==> src/rtl/md_unit.sv <==
// md_unit: iterative RV32M multiply/divide unit for the EX stage.
// A request is accepted in IDLE, iterates one bit per clock for DATA_W
// clocks (shift-add multiply or restoring divide on operand magnitudes),
// applies the sign fixup and RISC-V corner cases on the final step, and
// pulses o_valid for one cycle with the registered result.
//
// Handshake: a request transfers on a rising edge where
// i_valid && o_ready && !i_kill; o_ready is high only in IDLE; o_valid is a
// one-cycle completion pulse; i_kill returns the unit to IDLE from any state
// without producing a result.
module md_unit #(
   parameter int DATA_W = 32
) (
   input  logic              i_clk,
   input  logic              i_reset,
   input  logic              i_valid,
   input  logic [2:0]        i_md_op,
   input  logic [DATA_W-1:0] i_op_a,
   input  logic [DATA_W-1:0] i_op_b,
   input  logic              i_kill,
   output logic              o_ready,
   output logic              o_valid,
   output logic [DATA_W-1:0] o_md_data
);

   localparam int CNT_W = $clog2(DATA_W) + 1;
   localparam logic [CNT_W-1:0] LAST_STEP = CNT_W'(DATA_W - 1);

   // funct3 encodings
   localparam logic [2:0] OP_MUL    = 3'b000;
   localparam logic [2:0] OP_MULH   = 3'b001;
   localparam logic [2:0] OP_MULHSU = 3'b010;
   localparam logic [2:0] OP_MULHU  = 3'b011;
   localparam logic [2:0] OP_DIV    = 3'b100;
   localparam logic [2:0] OP_DIVU   = 3'b101;
   localparam logic [2:0] OP_REM    = 3'b110;
   localparam logic [2:0] OP_REMU   = 3'b111;

   typedef enum logic [1:0] {
      S_IDLE = 2'd0,
      S_CALC = 2'd1,
      S_DONE = 2'd2
   } state_t;

   state_t state_q, state_d;

   // Latched operation context
   logic [2:0]          op_q;
   logic [DATA_W-1:0]   opnd_q;     // multiplicand (mul) or divisor (div) magnitude
   logic [2*DATA_W-1:0] acc_q;      // {hi, lo}: product / {remainder, quotient}
   logic                neg_q;      // negate the result after the last step
   logic                div0_q;     // divisor was zero
   logic [DATA_W-1:0]   a_raw_q;    // raw dividend, returned by REM/REMU on /0
   logic [CNT_W-1:0]    cnt_q;
   logic                valid_q;
   logic [DATA_W-1:0]   md_data_q;

   logic accept;
   logic last_step;

   // Input decode at accept
   logic              a_signed_in, b_signed_in;
   logic              a_neg_in, b_neg_in, neg_in;
   logic [DATA_W-1:0] a_mag_in, b_mag_in;

   // One iteration
   logic [DATA_W:0]     mul_sum;
   logic [2*DATA_W-1:0] mul_next;
   logic [DATA_W:0]     div_shift;
   logic [DATA_W:0]     div_sub;
   logic                div_ge;
   logic [2*DATA_W-1:0] div_next;
   logic [2*DATA_W-1:0] acc_step;

   // Final result
   logic [2*DATA_W-1:0] prod_fix;
   logic [DATA_W-1:0]   quo, rem;
   logic [DATA_W-1:0]   result;

   assign accept    = i_valid && (state_q == S_IDLE) && !i_kill;
   assign last_step = (state_q == S_CALC) && (cnt_q == LAST_STEP);

   // Decode operand signedness, magnitudes and the result sign at accept
   always_comb begin
      a_signed_in = (i_md_op == OP_MULH) || (i_md_op == OP_MULHSU) ||
                    (i_md_op == OP_DIV)  || (i_md_op == OP_REM);
      b_signed_in = (i_md_op == OP_MULH) || (i_md_op == OP_DIV) ||
                    (i_md_op == OP_REM);
      a_neg_in    = a_signed_in && i_op_a[DATA_W-1];
      b_neg_in    = b_signed_in && i_op_b[DATA_W-1];
      // 0x80000000 negates to itself and is then read as an unsigned magnitude
      a_mag_in    = a_neg_in ? (~i_op_a + 1'b1) : i_op_a;
      b_mag_in    = b_neg_in ? (~i_op_b + 1'b1) : i_op_b;
      // Remainder follows the dividend; everything else follows sign(a)^sign(b)
      if (i_md_op == OP_REM) begin
         neg_in = a_neg_in;
      end else begin
         neg_in = a_neg_in ^ b_neg_in;
      end
   end

   // One shift-add or restoring-divide iteration on the accumulator
   always_comb begin
      // Multiply: multiplier sits in acc low half and is consumed LSB first
      mul_sum   = {1'b0, acc_q[2*DATA_W-1:DATA_W]} +
                  (acc_q[0] ? {1'b0, opnd_q} : {(DATA_W+1){1'b0}});
      mul_next  = {mul_sum, acc_q[DATA_W-1:1]};
      // Divide: dividend sits in acc low half and is consumed MSB first,
      // quotient bits enter at the bottom
      div_shift = {acc_q[2*DATA_W-1:DATA_W], acc_q[DATA_W-1]};
      div_ge    = (div_shift >= {1'b0, opnd_q});
      div_sub   = div_shift - {1'b0, opnd_q};
      div_next  = {(div_ge ? div_sub[DATA_W-1:0] : div_shift[DATA_W-1:0]),
                   acc_q[DATA_W-2:0], div_ge};
      acc_step  = op_q[2] ? div_next : mul_next;
   end

   // Sign fixup and divide corner cases applied to the final iteration
   always_comb begin
      prod_fix = neg_q ? (~acc_step + 1'b1) : acc_step;
      quo      = acc_step[DATA_W-1:0];
      rem      = acc_step[2*DATA_W-1:DATA_W];
      case (op_q)
         OP_MUL:    result = prod_fix[DATA_W-1:0];
         OP_MULH,
         OP_MULHSU,
         OP_MULHU:  result = prod_fix[2*DATA_W-1:DATA_W];
         OP_DIV:    result = div0_q ? {DATA_W{1'b1}} : (neg_q ? (~quo + 1'b1) : quo);
         OP_DIVU:   result = div0_q ? {DATA_W{1'b1}} : quo;
         OP_REM:    result = div0_q ? a_raw_q : (neg_q ? (~rem + 1'b1) : rem);
         OP_REMU:   result = div0_q ? a_raw_q : rem;
         default:   result = {DATA_W{1'b0}};
      endcase
   end

   // FSM state register
   always_ff @(posedge i_clk or posedge i_reset) begin
      if (i_reset) begin
         state_q <= S_IDLE;
      end else begin
         state_q <= state_d;
      end
   end

   // FSM next-state logic; kill returns to IDLE from any state
   always_comb begin
      state_d = state_q;
      case (state_q)
         S_IDLE: if (accept) state_d = S_CALC;
         S_CALC: if (cnt_q == LAST_STEP) state_d = S_DONE;
         S_DONE: state_d = S_IDLE;
         default: state_d = S_IDLE;
      endcase
      if (i_kill) begin
         state_d = S_IDLE;
      end
   end

   // FSM outputs; all are driven from registers only
   always_comb begin
      o_ready   = (state_q == S_IDLE);
      o_valid   = valid_q;
      o_md_data = md_data_q;
   end

   // Datapath: latch on accept, iterate in CALC, write result on the last step
   always_ff @(posedge i_clk or posedge i_reset) begin
      if (i_reset) begin
         op_q      <= 3'b000;
         opnd_q    <= {DATA_W{1'b0}};
         acc_q     <= {(2*DATA_W){1'b0}};
         neg_q     <= 1'b0;
         div0_q    <= 1'b0;
         a_raw_q   <= {DATA_W{1'b0}};
         cnt_q     <= {CNT_W{1'b0}};
         valid_q   <= 1'b0;
         md_data_q <= {DATA_W{1'b0}};
      end else begin
         valid_q <= last_step && !i_kill;
         if (accept) begin
            op_q    <= i_md_op;
            opnd_q  <= i_md_op[2] ? b_mag_in : a_mag_in;
            acc_q   <= {{DATA_W{1'b0}}, (i_md_op[2] ? a_mag_in : b_mag_in)};
            neg_q   <= neg_in;
            div0_q  <= (i_op_b == {DATA_W{1'b0}});
            a_raw_q <= i_op_a;
            cnt_q   <= {CNT_W{1'b0}};
         end else if ((state_q == S_CALC) && !i_kill) begin
            acc_q <= acc_step;
            cnt_q <= cnt_q + 1'b1;
            if (last_step) begin
               md_data_q <= result;
            end
         end
      end
   end

endmodule

==> config.mk <==
export PLATFORM = sky130hd
export DESIGN_NAME = md_unit
export DESIGN_NICKNAME = d
export VERILOG_FILES = /design/src/rtl/md_unit.sv
export SDC_FILE = /design/constraint.sdc
export NUM_CORES = 1
export LEC_CHECK = 0
export CORE_MARGIN = 2
export CORE_UTILIZATION = 38
export DETAILED_ROUTE_END_ITERATION = 6
export PLACE_DENSITY = 0.53
export SLEW_MARGIN = 20
export SYNTH_ARGS = -nofsm -noshare
export SYNTH_HDL_FRONTEND = slang
export SYNTH_SLANG_ARGS = --single-unit
==> constraint.sdc <==
create_clock -name i_clk -period 7.8 [get_ports i_clk]
set_input_delay 1.56 -clock i_clk [delete_from_list [all_inputs] [get_ports i_clk]]
set_output_delay 1.56 -clock i_clk [all_outputs]
set_load 0.01 [all_outputs]
Word-level counts from Yosys, hierarchy flattened
Cells that the tools add are included.

cells by class
  bitwise operators = 7
  equal/unequal tests = 15
  $add $sub $neg = 8
  order comparisons = 1
  multiplexer cells = 24
  reduce and logical (&&, ||, !) cells = 20

operator list
  operator                                               count
  two-way mux 32 bit                                     12
  two-way mux 64 bit                                     4
  one-hot mux 32 bit (6 select lines)                    1
  adder 32 x 1 -> 32 bit, second input constant          4
  inverter 32 bit                                        4
  adder 64 x 1 -> 64 bit, second input constant          1
  inverter 64 bit                                        1
  adder 32 x 32 -> 33 bit                                1
  >= comparator 33 x 32 -> 1 bit                         1
  zero test 32 bit                                       1
  subtractor 32 bit                                      1
  == test 3 bit, second input constant                   6
  two-way mux 6 bit                                      2
  == test 3 x 2 -> 1 bit, second input constant          3
  logical AND 1 bit                                      7
  adder 6 x 1 -> 6 bit, second input constant            1
  == test 3 x 1 -> 1 bit, second input constant          2
  == test 6 x 5 -> 1 bit, second input constant          1
  two-way mux 2 bit                                      3
  inequality test 3 x 2 -> 1 bit, second input constant  2
  logical OR 1 bit                                       5
  one-hot mux 2 bit (2 select lines)                     1
  zero test 3 bit                                        1
  AND reduction 3 bit                                    1
  9 further kinds                                        9

storage, ports and cells
  output and inout bits = 34
  bits in registers = 174

Depth between registers and ports, before layout
Gate-level depths: netlist of the first run.

  word-level depth = 8
  depth in mapped cells = 21
  depth with buffers taken out = 20

Worst setup path after synthesis of the first run
No wires, ideal clock.

  path kind = register to register
  start point = register acc_q[61]
  end point = register md_data_q[10] (netlist: o_md_data[10])
  library setup time = 0.121 ns
  path slack = 2.771 ns
  cell stages (with the launch flop) = 19
  data arrival time = 4.908 ns
  clock period less this slack = 5.029 ns
  cell sequence = dfrtp_1 -> ha_1 -> a21o_1 -> a211o_1 -> a41o_1 -> a211oi_4 -> nand3_1 -> o21ai_0 -> ha_1 -> o21ai_0 -> nand2b_1 -> or3_1 -> or4_1 -> or3_1 -> nand2_1 -> nand3_1 -> a311oi_1 -> o221ai_1 -> a22o_1

on the way
  longest elaborated chain between the ends = 8
  elaborated cells on any way between the ends = 16
  those cells by class = add/sub: 3; order compare: 1; mux: 9; bitwise: 3

RTL lines
  item                                   line  RTL
  start, declared                        50    logic [2*DATA_W-1:0] acc_q;
  start signal, assigned                 171   acc_q <= {(2*DATA_W){1'b0}};
  start signal, assigned                 183   acc_q <= {{DATA_W{1'b0}}, (i_md_op[2] ? a_mag_in : b_mag_in)};
  start signal, assigned                 189   acc_q <= acc_step;
  >= comparator 33 x 32 -> 1 bit *       111   div_ge = (div_shift >= {1'b0, opnd_q});
  two-way mux 32 bit                     113   div_next = {(div_ge ? div_sub[DATA_W-1:0] : div_shift[DATA_W-1:0]),
  two-way mux 64 bit *                   115   acc_step = op_q[2] ? div_next : mul_next;
  inverter 32 bit                        130   OP_REM: result = div0_q ? a_raw_q : (neg_q ? (~rem + 1'b1) : rem);
  adder 32 x 1 -> 32 bit                 130
  two-way mux 32 bit (2 in series)       130
  one-hot mux 32 bit (6 select lines) *  123   case (op_q)
  end signal, assigned                   177   md_data_q <= {DATA_W{1'b0}};
  end signal, assigned                   192   md_data_q <= result;
  end, declared                          56    logic [DATA_W-1:0] md_data_q;

Every way passes the cells marked *; elsewhere a longest branch is shown, timed or not.
A chain may end at the register's enable or synchronous reset.

Worst setup path after layout of the first run
  start point = register acc_q[0]
  end point = register md_data_q[24] (netlist: o_md_data[24])

on the way
  longest elaborated chain between the ends = 8
  elaborated cells on any way between the ends = 16
  those cells by class = add/sub: 4; mux: 9; bitwise: 3

RTL lines
  item                                   line  RTL
  two-way mux 32 bit                     106   (acc_q[0] ? {1'b0, opnd_q} : {(DATA_W+1){1'b0}});
  adder 32 x 32 -> 33 bit                105   mul_sum = {1'b0, acc_q[2*DATA_W-1:DATA_W]} +
  two-way mux 64 bit *                   115
  inverter 32 bit                        130
  adder 32 x 1 -> 32 bit                 130
  two-way mux 32 bit (2 in series)       130
  one-hot mux 32 bit (6 select lines) *  123

Marked as above.

==> results of run 1 <==
==> Yosys cell counts, types with 17 or more instances <==
cell / n
nand3_1: 47
o31ai_1: 23
o211ai_1: 55
clkbuf_1: 118
a31oi_1: 28
o21ai_0: 271
nand2_1: 371
a21oi_1: 234
xor2_1: 65
a211oi_1: 25
and2_1: 43
xnor2_1: 100
mux2i_1: 45
ha_1: 69
a22o_1: 20
nor4_1: 20
dfrtp_1: 174
nor3_1: 56
or3_1: 20
nor2_1: 258
a21o_1: 28
o221ai_1: 17
nand4_1: 20
inv_1: 69
==> metrics by stage <==
step / area (um^2) / power [mW] / hold WS, ps / cells / worst slack [ps]
4_1_cts: 20000 / 7.28 / 472 / 3119 / 1120
3_5_place_dp: 19400 / 6.30 / 456 / 3087 / 1150
2_1_floorplan: 17800 / 4.44 / 437 / 2482 / 1520
3_3_place_gp: 19400 / 6.33 / 453 / 3087 / 1170
6_report: 20000 / 7.43 / 468 / 3120 / 1410
5_1_grt: 20000 / 7.79 / 492 / 3119 / 1110
==> per-layer routing <==
metal / global-route usage (%) / share of wire [%] / up-vias
met5: 0 / 0.027 / -
met4: 16.6 / 4.6 / 4
met3: 7.75 / 8.7 / 167
met2: 55.6 / 43 / 1018
met1: 51.2 / 44 / 9564
li1: - / - / 9032
==> worst min path at each step <==
stage	from	endpoint	slack, ps
after floorplan	a_raw_q[5]	a_raw_q[5]	440
after global placement	o_md_data[0]	o_md_data[0]	450
after detailed placement	o_md_data[0]	o_md_data[0]	460
after CTS	o_md_data[0]	o_md_data[0]	470
after global routing	o_md_data[0]	o_md_data[0]	490
final	o_md_data[0]	o_md_data[0]	470
==> where the power goes <==
group | switching [mW] | internal, mW
logic | 3.43 | 1.65
registers | 0.320 | 1.08
clock network | 0.495 | 0.462
==> flip-flops by register name (all words and copies together) (netlist names) <==
signal,cells
acc_q,64
opnd_q,32
cnt_q,6
op_q,3
o_md_data,32
o_valid,1
a_raw_q,32
neg_q,1
div0_q,1
state_q,2
==> worst min-delay path: stages (launching register included) <==
cell and delay (ps):
dfrtp_1 340, nand2_1 50, nand2_1 50
==> cells in the final DEF, fill, tap and decap left out, drive strengths merged, types with 56 or more instances in the layout <==
cell | synthesis | routed
nand2 | 372 | 372
o21ai | 275 | 275
nor2 | 259 | 259
a21oi | 236 | 236
dfrtp | 174 | 174
clkdlybuf4s50 | 0 | 103
xnor2 | 100 | 100
inv | 69 | 76
ha | 69 | 69
xor2 | 65 | 65
nor3 | 56 | 56
==> layout make-up <==
class	instances	area (um^2)	area share [%]
multi-input cells	2083	12600	62.9
repair buffers	152	1410	7.05
diodes	1	2.50	0.0125
well taps	607	759	3.80
inverters	71	272	1.36
clock buffers	17	425	2.13
flip-flops and latches	174	4360	21.8
clock inverters	15	191	0.957
==> cell families after synthesis <==
group	after synthesis	synth area share, %
adders and majority gates	71	5.08
DFF	174	24.5
muxes	52	2.99
AOI/OAI and AO/OA	861	30.4
buffers and inverters	225	4.96
and+or+nand+nor	934	24.0
xor gates and xnor gates	165	8.12
==> impl_metrics.json, run 1 <==
{
  "cp.arrival_ps": 6810,
  "r2r-end": "o_md_data[24]",
  "cp_data_required_time_ps": 8220,
  "root_buffer": "clkbuf_16",
  "cpLargestDelayFamily": "compound AO/OA/AOI/OAI gates",
  "finalCritPeriodShare_pct": 82.0,
  "synth_top_area_share_pct": 24.5,
  "setup_viol": 0,
  "endpoint": "o_md_data[24]",
  "io_buffers": 104,
  "gp_congestion": 1.02,
  "antenna_found_initial": 4,
  "worstMarginPinSlew_ps": 1050,
  "reg2reg_slack_ps": 1410,
  "crit_slowest_cell": "dfrtp_1",
  "ys.flop_type": "dfrtp_1",
  "status": "finished clean",
  "hold_depth": 2,
  "clk_pin_slew_ps": 90,
  "hold_viol": 0,
  "drive_gt1_share_pct": 5.18,
  "startpoint": "acc_q[0]",
  "drtPass1Iterations": 6,
  "die_width_um": 220,
  "synth_cells": 2482,
  "track_usage_pct": 37.1,
  "drv_slew": 0,
  "tritoncts": "built",
  "async_reset_ff_share_pct": 100,
  "grt_pass1_vias": 18600,
  "routed_via_density": 6.34,
  "postSynthNetCount": 2624,
  "synth_cell_types": 89,
  "power.density_mw_per_mm2": 371,
  "path_class": "reg2reg",
  "wl_per_cell_um": 28.6,
  "htree_levels": 4,
  "rows": 79,
  "nets": 2641,
  "fp.dieH_um": 220,
  "grt_pass1_wl_mm": 130,
  "core_area_mm2": 0.0464,
  "grt_setup_unrepaired": "false",
  "crit_buf_inv": 3,
  "cts_buffers": 17,
  "routed_wl_mm": 89.2,
  "ys_seq_area_share_pct": 24.5,
  "num_vias": 19800,
  "synth-seq-cells": 174,
  "syn_avg_cell_area_um2": 7.17,
  "syn_area_mm2": 0.0178,
  "critPathMaxFanout": 19,
  "remaining_drc_errors": 0,
  "cp_num_cells": 19,
  "r2r_cells": 19,
  "utilization_pct": 43.2,
  "ctsHoldBuffers": 0,
  "maxCapViolCount": 0,
  "ys_warn_count": 0,
  "synthToLayoutAreaGrowth_pct": 12.4,
  "first_iter_violations": 2285,
  "start_util_pct": 38.4,
  "setup_tns_ps": 0,
  "skew_ps": 19.8,
  "ys_top_cells_by_area": "dfrtp_1, nand2_1, o21ai_0",
  "relSlewSlack_pct": 29.1,
  "post_cts_resize_count": 0,
  "synth_edf_count": 0,
  "io_pins": 105,
  "cts_sinks": 174,
  "fillers": 4898,
  "ant_nets": 0,
  "dpl.hpwl_mm": 69.9,
  "post_cts_buffers": 0,
  "cp_cell_sequence": "buf_4 -> and2_1 -> ha_1 -> inv_1 -> fa_1 -> nand2b_1 -> a21oi_1 -> o21ba_2 -> o21ai_0 -> and2_1 -> xnor2_1 -> a211oi_2 -> buf_4 -> nand4_1 -> or4_1 -> o31a_1 -> a31oi_1 -> o2111ai_1 -> o221a_2",
  "cp-start-kind": "register",
  "grt_overflow": 0,
  "setup.worst_path.end_class": "register",
  "power.leakage_nw": 8.15,
  "crit_path_max_incr_delay_ps": 800,
  "max_freq_mhz": 156,
  "min_period_ps": 6390,
  "min_path_type": "reg2reg",
  "clk-insertion-delay-late_ps": 520,
  "cts_buffer_depth": 2,
  "synth_top_cell_by_area": "dfrtp_1",
  "r2r_start": "acc_q[0]",
  "dieArea_mm2": 0.0486,
  "grt_max_degree": 147,
  "vdd_ir_drop_max_mv": 0.138
}
(Power assumes the default switching activity.)
==> run 2: changes to the inputs <==
PLACE_DENSITY = 0.55   (was 0.53)
clock period = 5.4 ns   (was 7.8 ns; I/O delays follow)
==> run 2 against run 1 <==
Non-clock buffer count is 123 higher. Worst hold slack better by 6.3 ps. Final cell count is 3.9% higher. Largest cell class unchanged. Highest routed layer is now met4.
==> impl_metrics.json, run 2 (same netlist as run 1, synthesis figures left out) <==
{
  "status": "finished clean",
  "remaining_drc_errors": 0,
  "io_pins": 105,
  "grt_overflow": 0,
  "grt_pass1_wl_mm": 127,
  "track_usage_pct": 36.0,
  "skew_ps": 15.4,
  "fp.dieH_um": 220,
  "finalCritPeriodShare_pct": 96.6,
  "grt_max_degree": 125,
  "drv_slew": 0,
  "hold_depth": 2,
  "reg2reg_slack_ps": 190,
  "cts_buffer_depth": 2,
  "r2r_cells": 18,
  "dpl.hpwl_mm": 69.5,
  "tritoncts": "built",
  "grt_pass1_vias": 18600,
  "power.density_mw_per_mm2": 546,
  "r2r-end": "o_md_data[28]",
  "relSlewSlack_pct": 25.9,
  "setup.worst_path.end_class": "register",
  "clk_pin_slew_ps": 80,
  "min_path_type": "reg2reg",
  "largest-register": "acc_q",
  "routed_wl_mm": 87.4,
  "setup_tns_ps": 0,
  "layout_commonest_cell": "nand2_1",
  "fillers": 4758,
  "dieArea_mm2": 0.0486,
  "max_freq_mhz": 192,
  "rows": 79,
  "ant_nets": 0,
  "root_buffer": "clkbuf_16",
  "min_period_ps": 5210,
  "largest_reg_flops": 64,
  "nets": 2764,
  "start_util_pct": 38.4,
  "synthToLayoutAreaGrowth_pct": 17.9,
  "cp-start-kind": "register",
  "maxCapViolCount": 0,
  "clk-insertion-delay-late_ps": 510,
  "most-common-layout-cells": "nand2_1, o21ai_0, nor2_1, a21oi_1, dfrtp_1",
  "drive_gt1_share_pct": 9.98,
  "power.leakage_nw": 8.76,
  "antenna_found_initial": 2,
  "path_class": "reg2reg",
  "worstMarginPinSlew_ps": 1110,
  "cts_buffers": 17,
  "whs_ps": 474,
  "critPathMaxFanout": 4,
  "hold_viol": 0,
  "cp.arrival_ps": 5640,
  "utilization_pct": 45.3,
  "cts_sinks": 174,
  "setup_viol": 0,
  "grt_setup_unrepaired": "true",
  "hp-start": "o_md_data[13]",
  "drtPass1Iterations": 6,
  "num_vias": 20300,
  "io_buffers": 104,
  "first_iter_violations": 2584,
  "cp_data_required_time_ps": 5830,
  "post_cts_buffers": 0,
  "hold_end": "o_md_data[13]",
  "die_width_um": 220,
  "htree_levels": 4,
  "routed_via_density": 6.26,
  "gp_congestion": 1.02,
  "wl_per_cell_um": 27.0,
  "core_area_mm2": 0.0464,
  "r2r_start": "acc_q[31]",
  "n_antenna_cell": 0,
  "vdd_ir_drop_max_mv": 0.229
}
-- run 2: cell types whose count changed in the layout (fill, tap and decap cells not counted), sizes merged --
cell and delta:
inv +3, clkinvlp +1, clkbuf +1, buf +123
diode -1, clkinv -5
-- run 2: critical path, stage by stage (launching register included) --
cell	delay (ps)
dfrtp_1	430
inv_1	120
ha_1	180
inv_1	60
fa_1	400
a21o_1	220
a311o_1	430
a211oi_2	340
o311ai_1	180
xor2_1	170
mux2_2	320
a21o_1	200
or4b_1	610
or4b_1	610
buf_4	180
or3_1	300
mux2i_1	140
nor2_1	60
a31oi_1	160
-- run 2: stage by stage --
stage / worst slack (ps) / power [mW] / area [um^2] / cells
6_report: 186 / 11.5 / 21000 / 3242
5_1_grt: -14.5 / 12.0 / 21000 / 3242
4_1_cts: 44.2 / 11.2 / 20900 / 3242
3_5_place_dp: -19.4 / 9.82 / 20300 / 3210
3_3_place_gp: 10.9 / 9.82 / 20300 / 3210
2_1_floorplan: 371 / 6.41 / 17800 / 2482
-- run 2: worst max path at each step --
stage               cells past startpoint  startpoint            end  slack (ps)
floorplan                              18   acc_q[61]  o_md_data[10]         370
global placement                       18   acc_q[31]  o_md_data[23]          10
detailed placement                     18   acc_q[31]  o_md_data[23]         -20
CTS                                    18   acc_q[31]  o_md_data[25]          40
global route                           16  opnd_q[13]  o_md_data[26]         -10
finish                                 18   acc_q[31]  o_md_data[28]         190
-- run 2: where the power goes --
part	switching, mW	leakage, nW	internal, mW	total (mW)
clock network	0.689	0.295	0.675	1.36
logic	5.21	6.21	2.95	8.17
registers	0.374	2.25	1.56	1.93
-- run 2: repair_timing --
action	4_1_cts	5_1_grt
cloned	0	0
resized for setup	1	17
pin swaps	0	2
endpoints found under the setup margin	1	22
hold buffers	0	0
-- run 2: routing by layer --
| layer | global-route usage (%) | part of all wire [%] | up-vias |
|---|---|---|---|
| li1 | - | - | 9278 |
| met1 | 50.7 | 44 | 9808 |
| met2 | 54.4 | 43 | 1055 |
| met3 | 6.43 | 8.7 | 153 |
| met4 | 14.0 | 4.0 | 0 |
| met5 | 0 | 0 | - |
-- run 2: final cells by class --
class                           count  area, um^2  share of cell area [%]
Clock buffer                       18         439                    2.09
Inverter                           71         270                    1.29
Clock inverter                     14         163                   0.775
Timing Repair Buffer              275        2360                    11.2
Sequential cell                   174        4360                    20.8
Multi-Input combinational cell   2083       12600                    60.2
Tap cell                          607         759                    3.62
